<file path="src/rtl/sram_seq.sv">
// Cycle sequencer for an external async SRAM: one read or write at a time,
// with programmable setup, strobe and hold timing on CE/OE/WE.
module sram_seq #(
  parameter int ADDR_W = 21,
  parameter int DATA_W = 8,
  parameter int SETUP  = 1,
  parameter int WAIT   = 3,
  parameter int HOLD   = 1
) (
  input  logic              clk,
  input  logic              resetq,
  input  logic              cmd_valid,
  output logic              cmd_ready,
  input  logic              cmd_we,
  input  logic [ADDR_W-1:0] cmd_addr,
  input  logic [DATA_W-1:0] cmd_wdata,
  output logic              rd_valid,
  output logic [DATA_W-1:0] rd_data,
  output logic              busy,
  output logic [ADDR_W-1:0] sram_addr,
  output logic [DATA_W-1:0] sram_dout,
  output logic              sram_doe,
  input  logic [DATA_W-1:0] sram_din,
  output logic              sram_ce_n,
  output logic              sram_oe_n,
  output logic              sram_we_n
);

  typedef enum logic [1:0] {
    S_IDLE,
    S_SETUP,
    S_STROBE,
    S_HOLD
  } state_t;

  // Counter reload values: a phase of N cycles counts N-1 down to 0.
  localparam logic [7:0] C_SETUP = 8'(SETUP - 1);
  localparam logic [7:0] C_WAIT  = 8'(WAIT - 1);
  localparam logic [7:0] C_HOLD  = 8'((HOLD > 0) ? HOLD - 1 : 0);
  localparam bit         HAS_HOLD = (HOLD > 0);

  state_t              r_state;
  logic [7:0]          r_cnt;
  logic                r_we;
  logic [ADDR_W-1:0]   r_addr;
  logic [DATA_W-1:0]   r_dout;
  logic                r_doe;
  logic                r_ce_n;
  logic                r_oe_n;
  logic                r_we_n;
  logic                r_rd_valid;
  logic [DATA_W-1:0]   r_rd_data;
  logic                w_idle;
  logic                w_last;

  assign w_idle = (r_state == S_IDLE);
  assign w_last = (r_cnt == 8'd0);

  always_ff @(posedge clk or negedge resetq) begin
    if (!resetq) begin
      r_state    <= S_IDLE;
      r_cnt      <= 8'd0;
      r_we       <= 1'b0;
      r_addr     <= '0;
      r_dout     <= '0;
      r_doe      <= 1'b0;
      r_ce_n     <= 1'b1;
      r_oe_n     <= 1'b1;
      r_we_n     <= 1'b1;
      r_rd_valid <= 1'b0;
      r_rd_data  <= '0;
    end else begin
      r_rd_valid <= 1'b0;
      unique case (r_state)
        S_IDLE: begin
          if (cmd_valid) begin
            r_addr  <= cmd_addr;
            r_dout  <= cmd_wdata;
            r_we    <= cmd_we;
            r_doe   <= cmd_we;
            r_ce_n  <= 1'b0;
            r_cnt   <= C_SETUP;
            r_state <= S_SETUP;
          end
        end
        S_SETUP: begin
          if (w_last) begin
            r_we_n  <= !r_we;
            r_oe_n  <= r_we;
            r_cnt   <= C_WAIT;
            r_state <= S_STROBE;
          end else begin
            r_cnt <= r_cnt - 8'd1;
          end
        end
        S_STROBE: begin
          if (w_last) begin
            r_we_n <= 1'b1;
            r_oe_n <= 1'b1;
            if (!r_we) begin
              r_rd_data  <= sram_din;
              r_rd_valid <= 1'b1;
            end
            // Without a hold phase the bus is released straight away.
            if (HAS_HOLD) begin
              r_cnt   <= C_HOLD;
              r_state <= S_HOLD;
            end else begin
              r_ce_n  <= 1'b1;
              r_doe   <= 1'b0;
              r_state <= S_IDLE;
            end
          end else begin
            r_cnt <= r_cnt - 8'd1;
          end
        end
        S_HOLD: begin
          if (w_last) begin
            r_ce_n  <= 1'b1;
            r_doe   <= 1'b0;
            r_state <= S_IDLE;
          end else begin
            r_cnt <= r_cnt - 8'd1;
          end
        end
        default: begin
          r_ce_n  <= 1'b1;
          r_oe_n  <= 1'b1;
          r_we_n  <= 1'b1;
          r_doe   <= 1'b0;
          r_state <= S_IDLE;
        end
      endcase
    end
  end

  assign cmd_ready = w_idle;
  assign busy      = !w_idle;
  assign rd_valid  = r_rd_valid;
  assign rd_data   = r_rd_data;
  assign sram_addr = r_addr;
  assign sram_dout = r_dout;
  assign sram_doe  = r_doe;
  assign sram_ce_n = r_ce_n;
  assign sram_oe_n = r_oe_n;
  assign sram_we_n = r_we_n;

endmodule

</file>
<file path="config.mk">
export PLATFORM = sky130hd
export DESIGN_NAME = sram_seq
export DESIGN_NICKNAME = d
export VERILOG_FILES = /design/src/rtl/sram_seq.sv
export SDC_FILE = /design/constraint.sdc
export NUM_CORES = 1
export LEC_CHECK = 0
export ABC_AREA = 1
export CORE_MARGIN = 2
export CORE_UTILIZATION = 45
export CTS_CLUSTER_DIAMETER = 40
export DETAILED_ROUTE_END_ITERATION = 10
export PLACE_DENSITY = 0.79
export SKIP_LAST_GASP = 1
export SLEW_MARGIN = 0
export SYNTH_ARGS = -nofsm -noshare
export SYNTH_HDL_FRONTEND = slang
export SYNTH_SLANG_ARGS = --single-unit
export TNS_END_PERCENT = 10
</file>
<file path="constraint.sdc">
create_clock -name clk -period 3 [get_ports clk]
set_clock_uncertainty 0.05 [all_clocks]
set_input_delay 0.3 -clock clk [delete_from_list [all_inputs] [get_ports clk]]
set_output_delay 0.3 -clock clk [all_outputs]
set_load 0.1 [all_outputs]
</file>
==> impl_metrics.xml <==
<?xml version="1.0" encoding="UTF-8"?>
<metrics>
  <group name="timing">
    <metric name="relSlewSlack" unit="%">69.02</metric>
    <metric name="min_period_over_period" unit="%">62.46</metric>
    <metric name="finalSetupViolCount" unit="">0</metric>
    <metric name="rsz0062_at_grt" unit="">no</metric>
    <metric name="hold_viol" unit="">0</metric>
    <metric name="report.final.slew_viol_count" unit="">0</metric>
    <metric name="max_freq" unit="GHz">0.5337</metric>
    <metric name="layout_min_cycle_time" unit="ps">1874</metric>
    <metric name="finalSetupTns" unit="ps">0</metric>
    <metric name="worst_pin_slew" unit="ps">464.7</metric>
  </group>
  <group name="yosys">
    <metric name="postSynthCellCount" unit="">215</metric>
    <metric name="fraction_of_synthesized_cell_area_in_xor_and_xnor_cells" unit="%">0.3675</metric>
    <metric name="synth-compound-area-share" unit="%">3.675</metric>
    <metric name="synth-simple-area-share" unit="%">17.85</metric>
    <metric name="synth-adder-area-share" unit="%">3.150</metric>
    <metric name="largest_family_of_logic_cells_by_synthesized_area" unit="">simple AND/OR/NAND/NOR gates</metric>
    <metric name="yosysWarningCount" unit="">0</metric>
    <metric name="sequential_fraction_of_the_synthesis_area" unit="%">55.80</metric>
    <metric name="netlist_top_cells_area" unit="">sky130_fd_sc_hd__dfrtp_1 (52%), sky130_fd_sc_hd__mux2_2 (14%), sky130_fd_sc_hd__nand2_1 (7.6%)</metric>
    <metric name="netlist_area" unit="mm²">0.002384</metric>
    <metric name="ys_ff_latch" unit="">53</metric>
    <metric name="synth_mux_area_share" unit="%">14.54</metric>
    <metric name="yosys.cell_types.count" unit="">30</metric>
    <metric name="synth_largest_type_area_fraction" unit="%">52.49</metric>
    <metric name="synth.net_count" unit="">262</metric>
    <metric name="synthDominantAreaCellType" unit="">sky130_fd_sc_hd__dfrtp_1</metric>
    <metric name="synthesis.area_per_instance" unit="µm²">11.09</metric>
  </group>
  <group name="flow_run">
    <metric name="max-cap-violations" unit="">0</metric>
  </group>
  <group name="floorplan">
    <metric name="floorplan.die.width" unit="µm">76.78</metric>
    <metric name="die_h" unit="µm">76.78</metric>
    <metric name="floorplan.die_area" unit="mm²">0.005895</metric>
    <metric name="io-pin-count" unit="">85</metric>
    <metric name="start_util" unit="%">46.67</metric>
    <metric name="placeableCoreArea" unit="mm²">0.005107</metric>
    <metric name="number_of_core_rows" unit="">26</metric>
  </group>
  <group name="routing">
    <metric name="post_drt_via_cell_ratio" unit="">4.636</metric>
    <metric name="vias" unit="">1743</metric>
    <metric name="drt-pass1-iter-count" unit="">4</metric>
    <metric name="iteration_0_drc_markers" unit="">64</metric>
    <metric name="ant_nets" unit="">0</metric>
    <metric name="detail_route.wirelength" unit="mm">4.709</metric>
    <metric name="drt-wirelength-per-cell" unit="µm">12.52</metric>
    <metric name="drc" unit="">0</metric>
  </group>
  <group name="hold_path">
    <metric name="hold_path.class" unit="">flip-flop to flip-flop</metric>
  </group>
  <group name="power">
    <metric name="p_per_area" unit="mW/mm²">357.2</metric>
    <metric name="p_sw" unit="µW">248.2</metric>
    <metric name="switching_share" unit="%">21.13</metric>
    <metric name="static-leakage-power" unit="nW">1.701</metric>
    <metric name="clock_power_share" unit="%">32.2</metric>
    <metric name="seqPwrFrac" unit="%">61.0</metric>
    <metric name="intPower" unit="µW">926.2</metric>
    <metric name="peakVddDrop" unit="mV">0.2267</metric>
    <metric name="comb_power_share" unit="%">6.8</metric>
  </group>
  <group name="clock_tree">
    <metric name="numCtsBuffers" unit="">5</metric>
    <metric name="resized_cells_post_cts" unit="">0</metric>
    <metric name="h-tree-depth" unit="">2</metric>
    <metric name="numClockSinks" unit="">53</metric>
    <metric name="tritoncts_clock_tree" unit="">done</metric>
    <metric name="max-clock-path-buffers" unit="">2</metric>
    <metric name="clk_pin_slew_worst_paths" unit="ps">90</metric>
    <metric name="worstSkewPairLatency" unit="ps">300</metric>
    <metric name="clock-root-buffer" unit="">sky130_fd_sc_hd__clkbuf_8</metric>
  </group>
  <group name="place">
    <metric name="placed_insts" unit="">368</metric>
    <metric name="dp.final_hpwl" unit="mm">3.574</metric>
    <metric name="gp_congestion" unit="">0.8303</metric>
    <metric name="placed_cell_area" unit="mm²">0.003197</metric>
    <metric name="numPortBuffers" unit="">84</metric>
  </group>
  <group name="layout">
    <metric name="antennaDiodeCount" unit="">0</metric>
    <metric name="layout-area-overhead-vs-synth" unit="%">37.95</metric>
    <metric name="finish.instance_area" unit="mm²">0.003288</metric>
    <metric name="layout-drive-gt1-share" unit="%">34.64</metric>
    <metric name="final_cell_count_no_fill" unit="">376</metric>
    <metric name="utilization_of_the_core_after_routing" unit="%">64.38</metric>
    <metric name="design.final.nets" unit="">353</metric>
  </group>
  <group name="grt">
    <metric name="antenna_violations_before_repair" unit="">0</metric>
    <metric name="grt_max_degree" unit="">33</metric>
    <metric name="global_route.overflow_total" unit="">0</metric>
    <metric name="globalRouteTotalUtil" unit="%">17.10</metric>
    <metric name="first_global_vias" unit="">1774</metric>
    <metric name="grt_pass1_wl" unit="mm">8.135</metric>
  </group>
  <group name="critical_path">
    <metric name="worst-setup-path-type" unit="">flip-flop to output port</metric>
    <metric name="timing.critical_path.required" unit="ps">2650</metric>
    <metric name="cp-start-kind" unit="">flip-flop</metric>
    <metric name="path_max_fanout" unit="">5</metric>
    <metric name="worst_setup_ep_type" unit="">output port</metric>
    <metric name="cp_data_arrival_time" unit="ps">1520</metric>
  </group>
  <group name="status">
    <metric name="status" unit="">finished, final reports clean</metric>
  </group>
</metrics>
stage by stage:
step	hold slack, ps	power [mW]	setup WS, ps
6_report	431.7	1.174	1126
5_1_grt	462.2	1.229	1039
4_1_cts	437.3	1.194	1107
3_5_place_dp	233.9	0.8110	1244
3_3_place_gp	231.2	0.8116	1275
2_1_floorplan	-45.59	0.7427	54.83
cell usage after synthesis:
master	n
sky130_fd_sc_hd__inv_1	18
sky130_fd_sc_hd__nand2_4	2
sky130_fd_sc_hd__nor2_2	3
sky130_fd_sc_hd__nor2_4	1
sky130_fd_sc_hd__ha_1	6
sky130_fd_sc_hd__mux2_2	29
sky130_fd_sc_hd__nand2_2	3
sky130_fd_sc_hd__nor3_1	1
sky130_fd_sc_hd__o21ai_1	2
sky130_fd_sc_hd__inv_2	3
sky130_fd_sc_hd__o22ai_1	2
sky130_fd_sc_hd__dfrtp_1	50
sky130_fd_sc_hd__buf_2	3
sky130_fd_sc_hd__a22oi_2	1
sky130_fd_sc_hd__nand2_1	48
sky130_fd_sc_hd__xor2_1	1
sky130_fd_sc_hd__nor2_1	12
sky130_fd_sc_hd__dfstp_2	3
sky130_fd_sc_hd__clkinv_2	2
sky130_fd_sc_hd__nand3b_1	1
sky130_fd_sc_hd__mux2i_1	2
sky130_fd_sc_hd__nor2_8	1
sky130_fd_sc_hd__a21oi_1	2
sky130_fd_sc_hd__o21ai_0	7
sky130_fd_sc_hd__nand3_1	3
sky130_fd_sc_hd__o21bai_1	1
sky130_fd_sc_hd__nand3_4	3
sky130_fd_sc_hd__nand3_2	1
sky130_fd_sc_hd__inv_4	1
sky130_fd_sc_hd__nand4_1	3
power groups by stage:
| stage | clock network (mW) | logic (mW) | registers (mW) |
|---|---|---|---|
| floorplan | 0 | 0.00156 | 0.741 |
| global placement | 0 | 0.0809 | 0.731 |
| detailed placement | 0 | 0.0804 | 0.731 |
| CTS | 0.396 | 0.0815 | 0.717 |
| global route | 0.424 | 0.0874 | 0.717 |
| finish | 0.378 | 0.0798 | 0.717 |
repair_timing:
action	in CTS	in global routing
hold buffers	1	0
hold endpoints to repair	18	0
setup buffers	0	0
path summary, 6_finish.rpt:
kind                       startpoint       endpoint  slack, ps  cells after the start
hold / removal               r_cnt[0]       r_cnt[0]        430                      1
setup / recovery           r_state[0]           busy       1130                      4
setup reg to reg           r_state[0]  sram_addr[16]       1260                      5
hold reg to reg              r_cnt[0]       r_cnt[0]        430                      1
max in group asynchronous      resetq       r_cnt[6]       1690                      3
min in group asynchronous      resetq     rd_data[5]        440                      2
kinds of logic after synthesis:
kind of cell | count (synthesis)
AND/OR/NAND/NOR | 82
flip-flops | 53
adder cells (fa/ha/maj) | 6
buffers and inverters | 27
AO/OA/AOI/OAI | 15
XOR/XNOR | 1
multiplexers | 31
registers in the layout, indices dropped and copies added (netlist names):
signal / cells
sram_addr: 21
sram_doe: 1
r_state: 2
rd_valid: 1
rd_data: 8
sram_oe_n: 1
r_cnt: 8
sram_ce_n: 1
sram_we_n: 1
sram_dout: 8
r_we: 1
layer usage:
metal / GRT usage [%] / vias up / share of wire, %
li1: - / 873 / -
met1: 20.54 / 808 / 43
met2: 29.12 / 53 / 49
met3: 4.706 / 9 / 5.3
met4: 6.727 / 0 / 2.0
met5: 0 / - / 0
critical path, cell delays in order, from the launching register on:
cell and delay, ps:
sky130_fd_sc_hd__dfrtp_1 400, sky130_fd_sc_hd__inv_1 80, sky130_fd_sc_hd__ha_1 250, sky130_fd_sc_hd__inv_1 170, sky130_fd_sc_hd__buf_4 320
final cells by class:
type | instances | area (µm²)
Clock inverter | 1 | 8.758
Fill cell | 424 | 1819
Tap cell | 70 | 87.58
Inverter | 24 | 95.09
Multi-Input combinational cell | 135 | 943.4
Clock buffer | 6 | 72.57
Sequential cell | 53 | 1330
Timing Repair Buffer | 87 | 750.7
placed cells by master, fill, tap and decap left out, types with 3 or more instances in the layout:
cell | synthesis | final
sky130_fd_sc_hd__nand4_1 | 3 | 3
sky130_fd_sc_hd__nor2_2 | 3 | 3
sky130_fd_sc_hd__nand2_1 | 48 | 48
sky130_fd_sc_hd__o21ai_0 | 7 | 7
sky130_fd_sc_hd__ha_1 | 6 | 6
sky130_fd_sc_hd__mux2_2 | 29 | 29
sky130_fd_sc_hd__buf_4 | 0 | 46
sky130_fd_sc_hd__nand2_2 | 3 | 3
sky130_fd_sc_hd__nand3_1 | 3 | 3
sky130_fd_sc_hd__nand3_4 | 3 | 3
sky130_fd_sc_hd__dfrtp_1 | 50 | 50
sky130_fd_sc_hd__clkdlybuf4s50_1 | 0 | 39
sky130_fd_sc_hd__inv_1 | 18 | 18
sky130_fd_sc_hd__nor2_1 | 12 | 12
sky130_fd_sc_hd__dfstp_2 | 3 | 3
sky130_fd_sc_hd__clkbuf_8 | 0 | 5
sky130_fd_sc_hd__inv_2 | 3 | 3
(Power assumes the default switching activity.)
